`src/rtl/branch_predictor_if.sv`:
```
// -----------------------------------------------------------------------------
// branch_predictor_if
//   Bundles the fetch-side lookup, the execute-side resolve/train request and
//   the status outputs of branch_predictor into one interface.
//
//   Signal groups:
//     fetch   : fetch_pc -> predict_taken, predict_target
//     resolve : ex_branch, ex_pc, ex_taken, ex_target, ex_pred_taken,
//               ex_pred_target -> branch_miss, correct_pc
//     status  : ready, lookup_cnt, miss_cnt, dbg_state
//
//   Handshake: ex_branch is a single-cycle valid qualifier for the ex_* fields.
//   There is no ready/backpressure; a resolved branch presented while the
//   predictor reports ready=1 is always consumed on that clock edge, and one
//   presented while ready=0 is ignored. fetch_pc is looked up every cycle
//   without a qualifier.
//
//   Modports: master = pipeline side (drives fetch/resolve inputs),
//             slave  = predictor side.
// -----------------------------------------------------------------------------
interface branch_predictor_if #(
    parameter int PC_W  = 10,
    parameter int CNT_W = 16
);
    logic [PC_W-1:0]  fetch_pc;
    logic             predict_taken;
    logic [PC_W-1:0]  predict_target;

    logic             ex_branch;
    logic [PC_W-1:0]  ex_pc;
    logic             ex_taken;
    logic [PC_W-1:0]  ex_target;
    logic             ex_pred_taken;
    logic [PC_W-1:0]  ex_pred_target;
    logic             branch_miss;
    logic [PC_W-1:0]  correct_pc;

    logic             ready;
    logic [CNT_W-1:0] lookup_cnt;
    logic [CNT_W-1:0] miss_cnt;
    logic             dbg_state;   // 0 = INIT sweep, 1 = RUN

    modport master (
        output fetch_pc, ex_branch, ex_pc, ex_taken, ex_target,
               ex_pred_taken, ex_pred_target,
        input  predict_taken, predict_target, branch_miss, correct_pc,
               ready, lookup_cnt, miss_cnt, dbg_state
    );

    modport slave (
        input  fetch_pc, ex_branch, ex_pc, ex_taken, ex_target,
               ex_pred_taken, ex_pred_target,
        output predict_taken, predict_target, branch_miss, correct_pc,
               ready, lookup_cnt, miss_cnt, dbg_state
    );
endinterface

```
`src/rtl/branch_predictor.sv`:
```
// -----------------------------------------------------------------------------
// branch_predictor
//   Direct-mapped branch target buffer with 2-bit saturating direction
//   counters. Fetch looks up the table combinationally; execute resolves the
//   carried prediction against the real outcome, flags a miss with the
//   corrected PC, and trains the table on the following edge.
//
//   Ports:
//     clk    : clock
//     reset  : synchronous, active-high; restarts the table-clearing sweep
//     bus    : branch_predictor_if.slave (fetch lookup, EX resolve, status)
//
//   After reset the table is cleared one entry per cycle (INIT); ready rises
//   once every entry has been written, and only then are predictions, misses,
//   training and statistics enabled (RUN).
// -----------------------------------------------------------------------------
module branch_predictor #(
    parameter int PC_W  = 10,
    parameter int IDX_W = 5,
    parameter int CNT_W = 16
) (
    input  logic               clk,
    input  logic               reset,
    branch_predictor_if.slave  bus
);
    localparam int TAG_W   = PC_W - IDX_W;
    localparam int ENTRIES = 2 ** IDX_W;

    typedef enum logic {S_INIT = 1'b0, S_RUN = 1'b1} state_t;

    typedef struct packed {
        logic             valid;
        logic [TAG_W-1:0] tag;
        logic [PC_W-1:0]  target;
        logic [1:0]       cnt;
    } entry_t;

    // Table storage has no reset; the INIT sweep is what clears it.
    entry_t tbl [ENTRIES];

    state_t           state_q, state_d;
    logic [IDX_W-1:0] ptr_q, ptr_d;
    logic [CNT_W-1:0] lookup_cnt_q, lookup_cnt_d;
    logic [CNT_W-1:0] miss_cnt_q, miss_cnt_d;

    logic run;
    assign run = (state_q == S_RUN) && !reset;

    // ---------------- fetch lookup ----------------
    logic [IDX_W-1:0] f_idx;
    entry_t           f_entry;
    logic             f_hit;
    logic             predict_taken;

    assign f_idx         = bus.fetch_pc[IDX_W-1:0];
    assign f_entry       = tbl[f_idx];
    assign f_hit         = f_entry.valid && (f_entry.tag == bus.fetch_pc[PC_W-1:IDX_W]);
    assign predict_taken = run && f_hit && f_entry.cnt[1];

    assign bus.predict_taken  = predict_taken;
    assign bus.predict_target = predict_taken ? f_entry.target : '0;

    // ---------------- EX resolve ----------------
    logic            dir_wrong, tgt_wrong, branch_miss;
    logic [PC_W-1:0] seq_pc;

    assign dir_wrong   = bus.ex_taken != bus.ex_pred_taken;
    // Both said taken but to different places: still a redirect.
    assign tgt_wrong   = bus.ex_taken && bus.ex_pred_taken &&
                         (bus.ex_target != bus.ex_pred_target);
    assign branch_miss = run && bus.ex_branch && (dir_wrong || tgt_wrong);
    assign seq_pc      = bus.ex_pc + PC_W'(1);   // wraps at the top of imem

    assign bus.branch_miss = branch_miss;
    assign bus.correct_pc  = !branch_miss ? '0 :
                             (bus.ex_taken ? bus.ex_target : seq_pc);

    // ---------------- table write port ----------------
    logic [IDX_W-1:0] e_idx;
    entry_t           e_entry;
    logic             e_hit;
    logic             wr_en;
    logic [IDX_W-1:0] wr_idx;
    entry_t           wr_entry;

    assign e_idx   = bus.ex_pc[IDX_W-1:0];
    assign e_entry = tbl[e_idx];
    assign e_hit   = e_entry.valid && (e_entry.tag == bus.ex_pc[PC_W-1:IDX_W]);

    always_comb begin
        wr_en    = 1'b0;
        wr_idx   = e_idx;
        wr_entry = e_entry;
        if (state_q == S_INIT) begin
            wr_en           = 1'b1;
            wr_idx          = ptr_q;
            wr_entry.valid  = 1'b0;
            wr_entry.tag    = '0;
            wr_entry.target = '0;
            wr_entry.cnt    = 2'b01;   // weakly not-taken
        end else if (run && bus.ex_branch) begin
            if (e_hit) begin
                wr_en = 1'b1;
                if (bus.ex_taken) begin
                    wr_entry.target = bus.ex_target;
                    if (e_entry.cnt != 2'b11) wr_entry.cnt = e_entry.cnt + 2'b01;
                end else if (e_entry.cnt != 2'b00) begin
                    wr_entry.cnt = e_entry.cnt - 2'b01;
                end
            end else if (bus.ex_taken) begin
                // Allocate (or evict an alias) as weakly taken.
                wr_en           = 1'b1;
                wr_entry.valid  = 1'b1;
                wr_entry.tag    = bus.ex_pc[PC_W-1:IDX_W];
                wr_entry.target = bus.ex_target;
                wr_entry.cnt    = 2'b10;
            end
        end
    end

    // Written on the edge, so a same-cycle lookup sees pre-update contents.
    always_ff @(posedge clk) begin
        if (wr_en) tbl[wr_idx] <= wr_entry;
    end

    // ---------------- control / statistics ----------------
    always_comb begin
        state_d      = state_q;
        ptr_d        = ptr_q;
        lookup_cnt_d = lookup_cnt_q;
        miss_cnt_d   = miss_cnt_q;
        if (reset) begin
            state_d      = S_INIT;
            ptr_d        = '0;
            lookup_cnt_d = '0;
            miss_cnt_d   = '0;
        end else if (state_q == S_INIT) begin
            ptr_d = ptr_q + IDX_W'(1);
            if (ptr_q == '1) state_d = S_RUN;
        end else begin
            if (bus.ex_branch && (lookup_cnt_q != '1)) lookup_cnt_d = lookup_cnt_q + CNT_W'(1);
            if (branch_miss && (miss_cnt_q != '1))     miss_cnt_d   = miss_cnt_q + CNT_W'(1);
        end
    end

    always_ff @(posedge clk) begin
        state_q      <= state_d;
        ptr_q        <= ptr_d;
        lookup_cnt_q <= lookup_cnt_d;
        miss_cnt_q   <= miss_cnt_d;
    end

    assign bus.ready      = (state_q == S_RUN);
    assign bus.dbg_state  = state_q;
    assign bus.lookup_cnt = lookup_cnt_q;
    assign bus.miss_cnt   = miss_cnt_q;

endmodule

```
`src/flat_wrapper.sv`:
```
// flat-port wrapper written by rule: the top's interface ports become plain ports
module branch_predictor_flat 
#(
    parameter int PC_W  = 10,
    parameter int IDX_W = 5,
    parameter int CNT_W = 16
)
  (clk, reset, bus_fetch_pc, bus_ex_branch, bus_ex_pc, bus_ex_taken, bus_ex_target, bus_ex_pred_taken, bus_ex_pred_target, bus_predict_taken, bus_predict_target, bus_branch_miss, bus_correct_pc, bus_ready, bus_lookup_cnt, bus_miss_cnt, bus_dbg_state);
  branch_predictor_if #(.PC_W(PC_W), .CNT_W(CNT_W)) bus_i ();
  input  logic clk;
  input  logic reset;
  input wire logic [$bits(bus_i.fetch_pc)-1:0] bus_fetch_pc;
  input wire logic [$bits(bus_i.ex_branch)-1:0] bus_ex_branch;
  input wire logic [$bits(bus_i.ex_pc)-1:0] bus_ex_pc;
  input wire logic [$bits(bus_i.ex_taken)-1:0] bus_ex_taken;
  input wire logic [$bits(bus_i.ex_target)-1:0] bus_ex_target;
  input wire logic [$bits(bus_i.ex_pred_taken)-1:0] bus_ex_pred_taken;
  input wire logic [$bits(bus_i.ex_pred_target)-1:0] bus_ex_pred_target;
  output wire logic [$bits(bus_i.predict_taken)-1:0] bus_predict_taken;
  output wire logic [$bits(bus_i.predict_target)-1:0] bus_predict_target;
  output wire logic [$bits(bus_i.branch_miss)-1:0] bus_branch_miss;
  output wire logic [$bits(bus_i.correct_pc)-1:0] bus_correct_pc;
  output wire logic [$bits(bus_i.ready)-1:0] bus_ready;
  output wire logic [$bits(bus_i.lookup_cnt)-1:0] bus_lookup_cnt;
  output wire logic [$bits(bus_i.miss_cnt)-1:0] bus_miss_cnt;
  output wire logic [$bits(bus_i.dbg_state)-1:0] bus_dbg_state;
  assign bus_i.fetch_pc = bus_fetch_pc;
  assign bus_i.ex_branch = bus_ex_branch;
  assign bus_i.ex_pc = bus_ex_pc;
  assign bus_i.ex_taken = bus_ex_taken;
  assign bus_i.ex_target = bus_ex_target;
  assign bus_i.ex_pred_taken = bus_ex_pred_taken;
  assign bus_i.ex_pred_target = bus_ex_pred_target;
  assign bus_predict_taken = bus_i.predict_taken;
  assign bus_predict_target = bus_i.predict_target;
  assign bus_branch_miss = bus_i.branch_miss;
  assign bus_correct_pc = bus_i.correct_pc;
  assign bus_ready = bus_i.ready;
  assign bus_lookup_cnt = bus_i.lookup_cnt;
  assign bus_miss_cnt = bus_i.miss_cnt;
  assign bus_dbg_state = bus_i.dbg_state;
  branch_predictor #(.PC_W(PC_W), .IDX_W(IDX_W), .CNT_W(CNT_W)) u_core (.clk(clk), .reset(reset), .bus(bus_i));
endmodule
```
`config.mk`:
```
export PLATFORM = sky130hd
export DESIGN_NAME = branch_predictor_flat
export DESIGN_NICKNAME = d
export VERILOG_FILES = /design/src/rtl/branch_predictor_if.sv /design/src/rtl/branch_predictor.sv /design/src/flat_wrapper.sv
export SDC_FILE = /design/constraint.sdc
export NUM_CORES = 1
export LEC_CHECK = 0
export CAP_MARGIN = 20
export CORE_MARGIN = 1.5
export CORE_UTILIZATION = 27
export DETAILED_ROUTE_END_ITERATION = 8
export GPL_ROUTABILITY_DRIVEN = 1
export PLACE_DENSITY_LB_ADDON = 0.3
export SLEW_MARGIN = 20
export SYNTH_ARGS = -nofsm -noshare
export SYNTH_HDL_FRONTEND = slang
export SYNTH_SLANG_ARGS = --single-unit
```
`constraint.sdc`:
```
create_clock -name clk -period 8.7 [get_ports clk]
set_input_delay 2.175 -clock clk [delete_from_list [all_inputs] [get_ports clk]]
set_output_delay 2.175 -clock clk [all_outputs]
set_load 0.1 [all_outputs]
```
### Word level (Yosys, flattened, before mapping)

Memory sizes are Yosys's and may differ from the RTL's.
Index checks and enable logic that the tools add are counted.

| word-level totals | value |
|---|---|
| output and inout bits | 56 |
| input port bits | 45 |
| word-level logic and storage cells | 56 |
| memory bits (read-only) | 0 |
| bits in latches | 0 |
| register bits after elaboration | 38 |
| memories kept | 1 |
| bits in writable memories | 576 |

Memories:

| memory | words | width | read ports | clocked after memory_dff | wr ports | line | text |
|---|---|---|---|---|---|---|---|
| u_core.tbl | 32 | 18 | 2 | 0 | 1 | branch_predictor.sv:39 | `entry_t tbl [ENTRIES];` |

| operators by class | value |
|---|---|
| $mul | 0 |
| mux-type cells | 21 |
| magnitude comparators | 0 |
| shifts and indexed selects | 0 |
| add/sub/neg operators | 6 |
| equal/unequal tests | 8 |
| bitwise gates (word level) | 0 |
| reduce and logical (&&, ||, !) cells | 16 |
| div/mod/pow operators | 0 |

Operators by type and width:

| kind | number |
|---|---|
| 18-bit two-way mux | 3 |
| 10-bit two-way mux | 4 |
| 16-bit by 1-bit adder with 16-bit output, second input constant | 2 |
| 16-bit != test, second input constant | 2 |
| 12-bit two-way mux | 1 |
| 1-bit logical AND | 11 |
| 10-bit by 1-bit adder with 10-bit output, second input constant | 1 |
| 5-bit == test | 2 |
| 10-bit != test | 1 |
| 1-bit two-way mux | 8 |
| 2-bit two-way mux | 3 |
| 6-bit two-way mux | 1 |
| 5-bit by 1-bit adder with 5-bit output, second input constant | 1 |
| 5-bit == test, second input constant | 1 |
| 5-bit two-way mux | 1 |
| 2-bit AND reduction | 2 |
| 2-bit by 1-bit adder with 2-bit output, second input constant | 1 |
| 2-bit != test, second input constant | 1 |
| 2-bit nonzero test | 1 |
| 2-bit by 1-bit subtractor with 2-bit output, second input constant | 1 |
| 1-bit zero test | 1 |
| 1-bit logical OR | 1 |
| 1-bit != test | 1 |

### Logic depth before layout (Yosys ltp)

Gate-level depths: netlist of run 1.
An unclocked memory read counts as a cell.

| logic depth | value |
|---|---|
| word-level depth | 8 |
| gate-level depth with buffers | 14 |
| mapped depth without buffers | 9 |

### Least setup slack after synthesis of run 1

OpenSTA, ideal clock, no wires.

| timing path | value |
|---|---|
| path type | in2out |
| start point | input port bus_fetch_pc[0] |
| end point | output port bus_predict_target[0] |
| required time | 6.525 ns |
| path buffers | 3 |
| slack | 0.051 ns |
| cell stages on the path | 9 |
| data arrival time | 6.474 ns |
| cell sequence | buf_2 -> buf_2 -> mux4_2 -> mux4_2 -> mux2i_1 -> xor2_1 -> nand4_1 -> clkbuf_1 -> nor3_1 |

| on the way | value |
|---|---|
| longest elaborated chain between the ends | 6 |

Ends and longest elaborated chain:

| element | line | text |
|---|---|---|
| from (decl) | flat_wrapper.sv:12 | `input wire logic [$bits(bus_i.fetch_pc)-1:0] bus_fetch_pc;` |
| memory read 32 x 18 bit * | -- |  |
| 5-bit == test | branch_predictor.sv:57 | `assign f_hit = f_entry.valid && (f_entry.tag == bus.fetch_pc[PC_W-1:IDX_W]);` |
| 1-bit logical AND | branch_predictor.sv:57 |  |
| 1-bit logical AND (2 in a row) | branch_predictor.sv:58 | `assign predict_taken = run && f_hit && f_entry.cnt[1];` |
| 10-bit two-way mux * | branch_predictor.sv:61 | `assign bus.predict_target = predict_taken ? f_entry.target : '0;` |
| to (decl) | flat_wrapper.sv:20 | `output wire logic [$bits(bus_i.predict_target)-1:0] bus_predict_target;` |

Every way passes the cells marked *; elsewhere a longest branch is shown, timed or not.

### Worst setup path in the final report of run 1

| timing path | value |
|---|---|
| start point | input port bus_fetch_pc[1] |
| end point | output port bus_predict_target[8] |

Same word-level chain as after synthesis.

==> results of run 1 <==
-- per-layer routing --
layer,vias to the layer above,routed length (µm),global-route usage,share of wire
met5,-,0,0,0
met2,791,44000,0.272,0.47
met3,159,7390,0.0324,0.079
met4,0,2800,0.0604,0.030
li1,6937,-,-,-
met1,9181,39800,0.237,0.42
-- cells in the final DEF (no fill, tap or decap), drive strengths merged, types with 13 or more instances in the layout --
cell	n
nor3	16
nand2	70
xnor2	25
or2	16
clkbuf	81
edfxtp	576
a21oi	35
clkinv	37
o21ai	19
nand3	23
mux4	299
a311oi	17
clkdlybuf4s50	68
buf	110
xor2	25
inv	13
mux2i	63
dfxtp	38
nor2	122
-- state kept, by name (all words and copies together), names as in the netlist --
name and flops:
u_core.tbl 576, u_core.ptr_q 5, u_core.bus.lookup_cnt 16, u_core.bus.dbg_state 1, u_core.bus.miss_cnt 16
-- how the worst max path moves through the flow --
stage,start,to,slack (ps)
floorplan,bus_fetch_pc[0],bus_predict_target[0],50
global placement,bus_fetch_pc[0],bus_predict_target[0],1050
detailed placement,bus_fetch_pc[0],bus_predict_target[8],1020
CTS,bus_fetch_pc[1],bus_predict_target[8],1010
global route,bus_fetch_pc[0],bus_predict_target[2],930
finish,bus_fetch_pc[1],bus_predict_target[8],1050
-- stage by stage --
step / hold WS, ps / area (µm²) / cells / setup slack, ps / power (µW)
finish: 517 / 34500 / 3188 / 1050 / 6690
global route: 545 / 34500 / 3188 / 927 / 6880
CTS: 515 / 34500 / 3188 / 1010 / 6750
detailed placement: 509 / 32200 / 3061 / 1020 / 3830
global placement: 483 / 32200 / 3059 / 1050 / 3820
floorplan: 506 / 29000 / 1587 / 51.4 / 3630
-- area by class of cell --
class	instances	share of cell area
Clock buffer	80	0.0537
Multi-Input combinational cell	855	0.308
Inverter	10	0.00109
Sequential cell	614	0.523
Tap cell	1403	0.0509
Clock inverter	47	0.0119
Timing Repair Buffer	179	0.0515
-- worst max-delay path: cells and delay by family --
kind          cells  cell delay, ps
simple gates      2            1180
buf+inv           2             850
mux               3            1080
xor+xnor          1             110
-- kinds of logic (layout without fill, tap and decap cells) --
family | count (synthesis) | after routing | share of synthesized area
flops | 614 | 614 | 0.623
simple gates | 301 | 301 | 0.0476
mux | 365 | 365 | 0.258
compound gates | 133 | 133 | 0.0335
fa+ha+maj | 6 | 6 | 0.00259
xor+xnor | 50 | 50 | 0.0151
buf+inv | 118 | 316 | 0.0206
-- power breakdown --
group          total [µW]  switching, µW  internal [µW]
sequential           3230           13.5           3220
clock                2920           1240           1690
combinational         534            301            234
total                6690           1550           5140
==> key figures, run 1 <==
Outcome
  – Status: completed

Critical path
  – Origin of the critical flop-to-flop path: u_core.tbl[5][14]
  – Reg2reg setup slack: approximately 4200 ps
  – Setup CP Type: in2out
  – Max stage delay cell, worst path: or4_1
  – R2R Path End: u_core.tbl[29][7]
  – Worst path max stage delay: between 700 and 800 ps
  – Worst path most repeated cell: mux4_2
  – Crit path max fanout: between 80 and 90
  – Crit path arrival time: around 5500 ps
  – Worst Reg2Reg Path Length in Cells: 10
  – CP endpoint kind: output pin
  – Crit path cell chain: buf_6, mux4_2, mux4_2, mux2i_1, xnor2_1, or4_1, nor3_1, buf_12
  – CP required: 6530 ps
  – CP startpoint kind: input pin

Die
  – Starting Density: 0.272
  – Number of cell rows: 120
  – I/O pins: a little over 100
  – DIE HEIGHT: ~330 µm
  – Core ar.: 0.107 mm²
  – Chip width: between 300 and 400 µm
  – Die area: around 0.11 mm²

Routing
  – DRC Markers: 0
  – WL/cell: between 20 and 30 µm
  – 1st-iter DRT viols: about 1900
  – Via count: ~17000
  – Routed WL: around 94 mm
  – DRT Pass-1 Iters: 5
  – DR vias/cell: approximately 5.4
  – Antenna Violating Nets Remaining: 0

Clock tree
  – Post-CTS Hold Buffers: 0
  – Root Buffer: clkbuf_16
  – CTS Sinks: roughly 610
  – CTS tree: built
  – CTS resizes: 0
  – Worst-Skew Late Latency: ~620 ps
  – Post-CTS setup buffer count: 0
  – CTS clk-pin slew, worst paths: approximately 60 ps
  – TritonCTS Buffers: roughly 70
  – Clock buffer depth: 3
  – Clock H-tree levels: 3

Global route
  – Initial antenna violation count: 0
  – Overflow after GRT: 0
  – GRT Total Usage: 0.172
  – Vias in the first global route: 17244
  – Global-route wire length before repair: around 130 mm
  – Pin count of the biggest net entering global routing: 85

Logic synthesis
  – Area leader, netlist: edfxtp_1
  – Synthesized area: 0.0290 mm²
  – Top cells by count, synth: edfxtp_1 (576), mux4_2 (284), nor2_1 (118), nand2_1 (70), mux2i_1 (62)
  – EDFF count, synth: approximately 580
  – FFs w/ async S/R, synth: 0
  – Yosys cell types: 62
  – Main synth FF type: edfxtp_1
  – Main area contributors after synthesis: edfxtp_1 (60%), mux4_2 (22%), dfxtp_1 (2.6%)
  – Synth warnings: 0
  – Synth top area share: 0.597
  – Cells after Synth: 1587
  – Seq cells post-synth: just over 600
  – Sequential fraction of the synthesis area: 0.623
  – Syn_area_per_cell: 18.3 µm²
  – Syn_nets: approximately 1600
  – Top-count cell post-synth: edfxtp_1

Timing
  – TNS Setup: 0 ps
  – Fin crit share: 0.879
  – Slew HR: 0.221
  – Worst-margin pin slew: between 1000 and 1500 ps
  – RSZ-0062 raised after global routing: no
  – Final Skew: 16.2 ps
  – Final setup vio count: 0
  – Min Tclk post-route: 7650 ps
  – Slew Limit Fails: 0
  – Achievable Freq: around 130 MHz
  – Final Hold Fails: 0

Hold path
  – Hold/Removal Path Class: reg2reg
  – Hold_sp: u_core.bus.miss_cnt[4]
  – Hold Crit Endpoint: u_core.bus.miss_cnt[4]
  – Hold depth: 2

Place
  – Final Wtd Congestion: just over 0.8
  – HPWL after DPL: 55.2 mm
  – # port buffers: 100

Cells and area
  – Area occupied by multi-input gates: 0.0106 mm²
  – Fill cell count: between 10000 and 15000
  – Antenna diodes: 0
  – Synth-to-Final Area Change: 19.0%
  – Nets: about 1800
  – Utilization after layout: 0.323
  – Storage element area: 0.0181 mm²
  – Layout cell share with drive strength beyond 1: 0.323

Power
  – Pleak: around 0.011 µW
  – Maximum VDD drop: ~0.15 mV
  – Cell Pwr Density: 194 mW/mm²

Run
  – MaxCap Viol Count: 0
Power figures use the tool's default switching activity.
==> run 2: changes to the inputs <==
Settings changed: CTS_CLUSTER_DIAMETER set to 200, REMOVE_ABC_BUFFERS set to 1.
==> run 2 against run 1 <==
Clock power up 4%. Combinational power shrank 1%. Die area is the same. Final cell count barely moved. Largest power group unchanged. Global-route usage barely moved. Sequential share of layout area down 0.37 points. Count of clock-buffer cells in the layout up 2. Worst setup slack worse by 280 ps. Critical path type unchanged.
==> key figures, run 2 (same netlist as run 1, synthesis figures left out) <==
Critical path
  – Delay-heaviest family, CP: multiplexers
  – CP startpoint kind: input pin
  – Worst path max stage delay: ~600 ps
  – Max stage delay cell, worst path: mux4_2
  – CP endpoint kind: output pin
  – Crit path arrival time: about 5800 ps
  – CP required: about 6500 ps
  – Worst path most repeated cell: mux4_2
  – Origin of the critical flop-to-flop path: u_core.tbl[5][14]
  – Reg2reg setup slack: 4300 ps
  – R2R Path End: u_core.tbl[25][12]
  – WP buf/inv: 3
  – Setup CP Type: in2out
  – Crit path max fanout: 55
  – Crit path cell chain: clkbuf_8, mux4_2, mux4_2, mux2i_1, xnor2_1, or4_1, buf_4, nor3_1, buf_12
  – Worst Reg2Reg Path Length in Cells: 10

Routing
  – Top Layer Used: met4
  – Routed length on met1: approximately 40 mm
  – DRT Pass-1 Iters: 5
  – Met3 routed wirelength: about 6.7 mm
  – Antenna Violating Nets Remaining: 0
  – WL/cell: between 20 and 30 µm
  – 1st-iter DRT viols: a little under 2000
  – DR vias/cell: 5.38
  – Routed WL: between 90 and 100 mm
  – WL met2: between 40 and 50 mm
  – DRC Markers: 0
  – Via count: roughly 17000

Cells and area
  – Antenna diodes: 0
  – Commonest non-fill, non-tap cell in the layout: edfxtp_1
  – Synth-to-Final Area Change: 19.9%
  – Layout cell share with drive strength beyond 1: 0.324
  – Max reg flops: 576
  – Most flops, register: u_core.tbl
  – Utilization after layout: 0.325
  – Nets: 1784
  – Most frequent cells in the layout: edfxtp_1 (576), mux4_2 (284), nor2_1 (90)
  – Final cell count without fillers: ~3200
  – Fill cell count: 10109

Clock tree
  – CTS tree: built
  – CTS resizes: 0
  – Worst-Skew Late Latency: about 640 ps
  – TritonCTS Buffers: 71
  – Root Buffer: clkbuf_16
  – CTS Sinks: 614
  – Clock H-tree levels: 3
  – CTS clk-pin slew, worst paths: approximately 50 ps
  – Post-CTS setup buffer count: 0
  – Clock buffer depth: 3
  – Post-CTS Hold Buffers: 0

Die
  – Die area: 0.109 mm²
  – Starting Density: 0.272
  – Number of cell rows: between 100 and 150
  – Core ar.: roughly 0.11 mm²
  – DIE HEIGHT: between 300 and 400 µm
  – Chip width: ~330 µm
  – I/O pins: ~100

Power
  – Maximum VDD drop: 0.134 mV
  – Cell Pwr Density: just under 200 mW/mm²
  – Pleak: 0.0111 µW

Place
  – Placed cells: just over 3000
  – Pre-CTS setup slack: roughly 770 ps
  – # port buffers: 100
  – HPWL after DPL: approximately 56 mm
  – Final Wtd Congestion: 0.813

Timing
  – Slew Limit Fails: 0
  – Final setup vio count: 0
  – Hold Slack: 506 ps
  – Final Hold Fails: 0
  – Min Tclk post-route: slightly below 8000 ps
  – Achievable Freq: between 100 and 150 MHz
  – RSZ-0062 raised after global routing: no
  – Final worst slack: approximately 770 ps
  – Fin crit share: 0.912
  – TNS Setup: 0 ps
  – Worst-margin pin slew: about 1000 ps
  – Slew HR: 0.303
  – Final Skew: between 30 and 40 ps

Hold path
  – Hold/Removal Path Class: reg2reg
  – Hold Crit Endpoint: u_core.bus.lookup_cnt[13]
  – Hold depth: 2
  – Hold_sp: u_core.bus.lookup_cnt[13]

Global route
  – GRT Total Usage: 0.172
  – Initial antenna violation count: 0
  – Pin count of the biggest net entering global routing: a little over 90
  – Vias in the first global route: approximately 18000
  – Overflow after GRT: 0
  – Global-route wire length before repair: about 130 mm

Run
  – MaxCap Viol Count: 0

Outcome
  – Status: completed
[run 2: worst max-delay path by stage]
stage	end	from	slack (ps)	cells past startpoint
after detailed placement	bus_predict_target[8]	bus_fetch_pc[0]	770	9
after global placement	bus_predict_target[1]	bus_fetch_pc[0]	720	9
final	bus_predict_target[8]	bus_fetch_pc[0]	770	9
after floorplan	bus_predict_target[0]	bus_fetch_pc[0]	500	6
after CTS	bus_predict_target[8]	bus_fetch_pc[0]	740	9
after global routing	bus_predict_target[1]	bus_fetch_pc[0]	560	9
[run 2: per-stage QoR]
step,total power [µW],instance area [µm²]
after global routing,6990,34700
after global placement,3820,32300
final,6790,34700
after CTS,6860,34700
after floorplan,3550,28400
after detailed placement,3820,32300
[run 2: area by class of cell]
| cell class | count | area (µm²) | share of cell area |
|---|---|---|---|
| clock inverters | 44 | 533 | 0.0153 |
| well taps | 1403 | 1760 | 0.0505 |
| repair buffers | 181 | 1860 | 0.0536 |
| flip-flops and latches | 614 | 18100 | 0.520 |
| inverters | 10 | 37.5 | 0.00108 |
| clock buffers | 82 | 1850 | 0.0532 |
| multi-input cells | 855 | 10700 | 0.307 |
[run 2: routing by layer]
| metal | up-vias | global-route usage |
|---|---|---|
| li1 | 6953 | - |
| met1 | 9272 | 0.242 |
| met2 | 775 | 0.271 |
| met3 | 158 | 0.0286 |
| met4 | 0 | 0.0551 |
| met5 | - | 0 |
[run 2: report_power, final]
group	switching [µW]	leakage (µW)	internal, µW	total, µW
registers	14.1	0.00577	3220	3230
logic	292	0.00423	234	526
clock network	1260	0.00113	1780	3030
[run 2: worst register-to-register path, stage by stage (launching register included)]
cell,delay [ps]
edfxtp_1,370
mux4_1,560
a211o_1,310
o21ai_0,640
xor2_1,130
and3_1,240
a31o_4,260
a41oi_4,860
buf_4,340
nor2_4,50
buf_4,300
